===== config.mk =====
export PLATFORM = sky130hd
export DESIGN_NAME = accum_stream_packer
export DESIGN_NICKNAME = d
export VERILOG_FILES = /design/src/rtl/accum_stream_packer.sv
export SDC_FILE = /design/constraint.sdc
export NUM_CORES = 2
export LEC_CHECK = 0
export CORE_MARGIN = 5
export CORE_UTILIZATION = 55
export DETAILED_ROUTE_END_ITERATION = 10
export HOLD_SLACK_MARGIN = 0.08
export PLACE_DENSITY = 0.82
export SYNTH_ARGS = -nofsm -noshare
export SYNTH_HDL_FRONTEND = slang
export SYNTH_SLANG_ARGS = --single-unit

===== constraint.sdc =====
create_clock -name clk -period 6.15 [get_ports clk]
set_clock_uncertainty 0.05 [all_clocks]
set_input_delay 0.615 -clock clk [delete_from_list [all_inputs] [get_ports clk]]
set_output_delay 0.615 -clock clk [all_outputs]
set_load 0.02 [all_outputs]

===== src/rtl/accum_stream_packer.sv =====
// Packs one-cycle accumulator results into a framed 64-bit AXI4-Stream with seq tag and tlast.
// Latency: 1 clk from valid_in to m_axis_tvalid when the FIFO is empty; 1 word/clk sustained.
// Backpressure: absorbs up to FIFO_DEPTH words; further results are dropped and counted.
module accum_stream_packer #(
  parameter int FIFO_DEPTH = 16,
  parameter int FLEN_WIDTH = 16,
  parameter int SEQ_WIDTH  = 16
) (
  input  logic                  clk,
  input  logic                  rst,
  input  logic                  valid_in,
  input  logic [47:0]           data_in,
  input  logic [FLEN_WIDTH-1:0] frame_len,
  output logic [63:0]           m_axis_tdata,
  output logic                  m_axis_tvalid,
  input  logic                  m_axis_tready,
  output logic                  m_axis_tlast,
  output logic                  overflow,
  output logic [15:0]           drop_count
);

  localparam int PW = $clog2(FIFO_DEPTH);
  localparam int CW = PW + 1;
  localparam int DW = 64 - SEQ_WIDTH;

  typedef struct packed {
    logic        last;
    logic [63:0] tdata;
  } entry_t;

  // Storage and occupancy; count includes the word currently presented at the head.
  entry_t                mem_q [FIFO_DEPTH];
  logic [CW-1:0]         count_q, count_d;
  logic [PW-1:0]         wr_ptr_q, wr_ptr_d;
  logic [PW-1:0]         rd_ptr_q, rd_ptr_d;

  // Framing state.
  logic [FLEN_WIDTH-1:0] beat_q, beat_d;
  logic [SEQ_WIDTH-1:0]  seq_q, seq_d;
  logic [FLEN_WIDTH-1:0] flen_q, flen_d;

  // Registered stream outputs.
  logic                  tvalid_q, tvalid_d;
  logic                  tlast_q, tlast_d;
  logic [63:0]           tdata_q, tdata_d;

  // Drop reporting.
  logic                  overflow_q, overflow_d;
  logic [15:0]           drop_q, drop_d;

  // Per-cycle decisions.
  logic                  pop;
  logic                  push;
  logic                  drop;
  logic                  full;
  logic                  flen_chg;
  logic [FLEN_WIDTH-1:0] beat_cur;
  logic [FLEN_WIDTH-1:0] eff_len_m1;
  logic                  last_flag;
  logic [CW-1:0]         remain;
  entry_t                new_entry;
  entry_t                head;

  // Handshake, acceptance and frame tagging of the incoming result.
  always_comb begin
    pop        = tvalid_q & m_axis_tready;
    full       = (count_q == CW'(FIFO_DEPTH));
    push       = valid_in & (~full | pop);
    drop       = valid_in & ~push;

    flen_chg   = (frame_len != flen_q);
    beat_cur   = flen_chg ? '0 : beat_q;
    eff_len_m1 = (frame_len == '0) ? '0 : (frame_len - FLEN_WIDTH'(1));
    last_flag  = (beat_cur == eff_len_m1);

    new_entry.last  = last_flag;
    new_entry.tdata = {seq_q, DW'(signed'(data_in))};
  end

  // Next-state for pointers, count, framing counters and drop statistics.
  always_comb begin
    flen_d   = frame_len;
    wr_ptr_d = wr_ptr_q + PW'(push);
    rd_ptr_d = rd_ptr_q + PW'(pop);
    count_d  = count_q + CW'(push) - CW'(pop);

    beat_d = beat_cur;
    seq_d  = seq_q;
    if (push) begin
      if (last_flag) begin
        beat_d = '0;
        seq_d  = seq_q + SEQ_WIDTH'(1);
      end else begin
        beat_d = beat_cur + FLEN_WIDTH'(1);
      end
    end

    overflow_d = overflow_q | drop;
    drop_d     = drop_q;
    if (drop && (drop_q != 16'hFFFF)) begin
      drop_d = drop_q + 16'd1;
    end
  end

  // Next head word: a push into an otherwise empty FIFO bypasses storage so tvalid
  // rises one cycle after valid_in; otherwise the head is read from storage, which is
  // already written because it is older than any same-cycle push.
  always_comb begin
    remain = count_q - CW'(pop);
    head   = mem_q[rd_ptr_d];
    if ((remain == '0) && push) begin
      head = new_entry;
    end

    tvalid_d = (count_d != '0);
    tdata_d  = tdata_q;
    tlast_d  = tlast_q;
    if (count_d != '0) begin
      tdata_d = head.tdata;
      tlast_d = head.last;
    end
  end

  // Control and output registers with synchronous reset; reset discards buffered words.
  always_ff @(posedge clk) begin
    if (rst) begin
      count_q    <= '0;
      wr_ptr_q   <= '0;
      rd_ptr_q   <= '0;
      beat_q     <= '0;
      seq_q      <= '0;
      flen_q     <= '0;
      tvalid_q   <= 1'b0;
      tlast_q    <= 1'b0;
      tdata_q    <= '0;
      overflow_q <= 1'b0;
      drop_q     <= '0;
    end else begin
      count_q    <= count_d;
      wr_ptr_q   <= wr_ptr_d;
      rd_ptr_q   <= rd_ptr_d;
      beat_q     <= beat_d;
      seq_q      <= seq_d;
      flen_q     <= flen_d;
      tvalid_q   <= tvalid_d;
      tlast_q    <= tlast_d;
      tdata_q    <= tdata_d;
      overflow_q <= overflow_d;
      drop_q     <= drop_d;
    end
  end

  // Storage array write; contents need no reset since occupancy gates every read.
  always_ff @(posedge clk) begin
    if (!rst && push) begin
      mem_q[wr_ptr_q] <= new_entry;
    end
  end

  assign m_axis_tdata  = tdata_q;
  assign m_axis_tvalid = tvalid_q;
  assign m_axis_tlast  = tlast_q;
  assign overflow      = overflow_q;
  assign drop_count    = drop_q;

endmodule

==> run summary <==
The flow ran to the end, and the final reports show no timing, DRC or antenna violations. The number of hold buffers added after CTS was 0. For the number of max-cap violations, the log shows 0.

Dividing the detail-routed wire length by the instance count gives 29.6 um. The logs give 4.97 ns for the arrival time of data at the critical path endpoint and 0.72 ns for the clock latency of the later-clocked register in the worst-skew pair. Element type at the critical path start: a primary input.

The type of the worst min-delay path was reg -> reg. The tree built by TritonCTS fans out to 1184 sinks. The H-tree generated during clock tree synthesis spans 3 levels. The synthesized design contains 1184 register bits.

The routed layout has 24100 vias. The transition at the pin with the smallest max-transition slack came out at 1.28 ns. Antenna violation net count after detailed routing: 0. Of the cells placed in the final design, the portion with a size suffix greater than 1 is 22.7%. The leftover overflow at the end of global routing came out at 0.

The total wire length after detailed routing is 111000 um. The clock transition at the register clock pins on the worst setup and hold paths after CTS was 0.07 ns; the maximum frequency from static timing analysis was 224 MHz. For the area of the placeable core, the log shows 83700 um^2. In this run, the number of DRC markers left after iteration 0 of detailed routing was 3133.

The category of the critical setup timing path was in -> reg. In the synthesized netlist the dominant register cell turns out to be edfxtp_1. For this run, the detailed router's first-pass iteration total came to 6. The die covers 90200 um^2. The mapped netlist covers 46400 um^2. The routed via count divided by cell count is 6.45. The global routing usage summed across all routing layers was 24.5%; the die width was 300 um.

In this run, synthesis inferred 1040 flip-flops with an integrated enable. In this run the tightest slew margin relative to its limit is 14.1%. The completed layout was analyzed and its total power is 0.0207 W.

The floorplan has 106 rows. The number of placed instances, taps included was 3514. TritonCTS built the clock tree. In this run the critical register-to-register path is launched from count_q[2].

The largest fanout of any net on the critical path is 31, and the number of cells on the worst reg-to-reg path is 18. Across all register-to-register paths, the minimum setup slack is 1.92 ns. The number of CTS-inserted buffers was 113; the final count of negative-setup-slack endpoints was 0. The number of endpoints with negative hold slack in the final report is 0. Of the synthesized area, sequential elements account for 73.5%.

Of all flip-flops after synthesis, the portion carrying an async set or reset was 0%. The number of nets in the synthesized netlist was 2402; the total number of yosys warnings was 0. For the total count of max-transition violations in the final report, the log shows 0. During placement, the flow inserted port buffers numbering 150.

The hold-critical path endpoint was overflow. Compared with the post-synthesis result, the final layout area differs by 15.3%. The post-synthesis instance total was 2316; the final cell count without fillers was 3732.

Buffers added to address setup during post-CTS repair amount to 0. Across the VDD grid, the largest voltage drop is 337 uV. For this design the ratio of total power to cell area is 388 nW/um^2.

The initial antenna violation count was 4. The run gives 3 as the maximum count of clock buffers along a single path. The number of cells on the worst hold path was 2; the count of instances resized after the clock tree is built was 0. The endpoint of the worst-slack reg-to-reg timing path is m_axis_tdata[25]. The worst hold path begins at overflow.

The pin count of the biggest net entering global routing was 84. The HPWL after detailed placement is 54800 um. Measured along the y axis, the die boundary spans 300 um. The master cell of the clock root buffer is clkbuf_16. The critical path required time is 6.66 ns.

The clock period could shrink to 4.46 ns. The placer congestion estimate was 0.837. The core occupancy in the finished layout was 63.9%; the share of the cycle needed by the critical path after routing was 72.5%. The first global-routing pass estimated 164000 um of wire.

Via count of the first global-routing pass: 25100. Synthesis instantiated 63 different standard cells from the library. In this run the static leakage power is 16.9 nW.

The tools report the kind of end point of the critical path as a flop. The synthesized area per cell was 20.0 um^2; the initial cell density of the core was 55.4%. In the routed design, unresolved DRC markers number 0. Setup repair after global routing left no endpoint under its margin. The total number of nets in the final design is 2581, and the I/O pin count is 151.

The run gives 0 ns as the final sum of negative setup slack.
## kinds of logic after synthesis
family                   synth area share [%]
AO/OA/AOI/OAI                            2.43
XOR/XNOR                                 1.23
adder cells (fa/ha/maj)                 0.502
buffers and inverters                    1.32
flip-flops                               73.5
multiplexers                             17.3
AND/OR/NAND/NOR                          3.62
## layout by cell type, fill, tap and decap left out, types with 10 or more instances in the layout
cell             synthesis  layout
a21oi_1                 28      28
xnor2_1                 25      24
ha_1                    17      15
nand2_1                 32      32
bufinv_16                0      12
edfxtp_1              1040    1040
clkinv_1                 0      12
nor2b_1                 21      21
o21ai_0                 11      11
nand4_1                 17      17
nor2_1                 141     129
mux4_2                 325     325
nor4_1                  15      15
clkinv_2                 0      21
clkdlybuf4s50_1          0     149
inv_1                   26      26
o31ai_1                 11      11
buf_4                    0      26
clkbuf_16                0     115
a211oi_1                71      71
nor2_4                   0      12
clkbuf_1               101      25
or4_1                   13      13
mux2i_1                 67      67
nand3_1                 26      25
or3_1                   10      10
dfxtp_1                144     144
buf_12                   0      22
xor2_1                  40      39
nor3_1                  20      16
clkbuf_8                 0      10
## worst max-delay path by stage
stage                 startpoint            to  slack (ns)  cells after the start
floorplan             count_q[3]  mem_q[15][0]        1.09                      9
global placement    frame_len[2]      seq_q[6]        1.34                     10
detailed placement  frame_len[2]     seq_q[12]        1.12                     10
CTS                 frame_len[2]     seq_q[12]        1.81                     10
global route        frame_len[2]     seq_q[12]        1.33                     10
finish              frame_len[2]     seq_q[12]        1.69                     10
## flip-flops by register name, indices dropped and copies added, names as in the netlist
signal and flops:
count_q 5, m_axis_tdata 64, flen_q 16, seq_q 16, rd_ptr_q 4, beat_q 16, wr_ptr_q 4, overflow 1
drop_count 16, m_axis_tlast 1, m_axis_tvalid 1, mem_q 1040
## synth_stat cells (4+ instances only)
library cell | instances | area, um^2
a211oi_1 | 71 | 533
mux2i_1 | 67 | 671
o31ai_1 | 11 | 82.6
nand4_1 | 17 | 106
or2_2 | 4 | 25.0
or3_1 | 10 | 62.6
ha_1 | 17 | 213
nor3_1 | 20 | 100
edfxtp_1 | 1040 | 31200
xor2_1 | 40 | 350
and3_1 | 9 | 56.3
nor2_1 | 141 | 529
clkbuf_1 | 101 | 379
buf_1 | 29 | 109
o41ai_1 | 4 | 35.0
nand3_1 | 26 | 130
inv_1 | 26 | 97.6
and2_1 | 5 | 31.3
dfxtp_1 | 144 | 2880
a31oi_1 | 6 | 37.5
mux4_2 | 325 | 7320
a21oi_1 | 28 | 140
xnor2_1 | 25 | 219
and4_1 | 5 | 43.8
mux2_2 | 5 | 56.3
nand2b_1 | 6 | 37.5
nor4_1 | 15 | 93.8
nor2b_1 | 21 | 131
o21ai_0 | 11 | 55.1
or4_1 | 13 | 97.6
nand2_1 | 32 | 120
## power by group
group | switching [W] | internal (W)
clock | 0.00307 | 0.00409
combinational | 0.00220 | 0.00215
sequential | 0.000193 | 0.00903
## critical path, stage by stage
cell and delay (ns):
clkdlybuf4s50_1 0.68, xor2_1 0.16, nor4_1 0.42, and4_1 0.78, nand2_1 0.25, o41ai_1 0.44
nor2_1 0.10, or4_4 0.72, or4_1 0.58, a21oi_1 0.23
## metal layers
layer | up-vias | part of all wire, % | global-route usage, %
li1 | 9927 | - | -
met1 | 12500 | 36 | 31.6
met2 | 1445 | 53 | 43.2
met3 | 205 | 8.9 | 4.56
met4 | 0 | 2.5 | 7.06
met5 | - | 0 | 0
## final cells by class
class                           instances  area (um^2)
Fill cell                            5297        30200
Timing Repair Buffer                  197         2130
Clock inverter                         64          752
Sequential cell                      1184        34100
Inverter                               26         97.6
Antenna cell                            4         10.0
Multi-Input combinational cell        973        11900
Tap cell                             1134         1420
Clock buffer                          150         3110
## metrics by stage
stage	hold WS [ns]	area (um^2)	setup WS, ns
2_1_floorplan	0.472	46400	1.09
3_3_place_gp	0.394	49600	1.34
3_5_place_dp	0.405	49600	1.12
4_1_cts	0.417	53500	1.81
5_1_grt	0.435	53500	1.33
6_report	0.416	53500	1.69
Note: power is estimated with default switching activity, not from simulation.
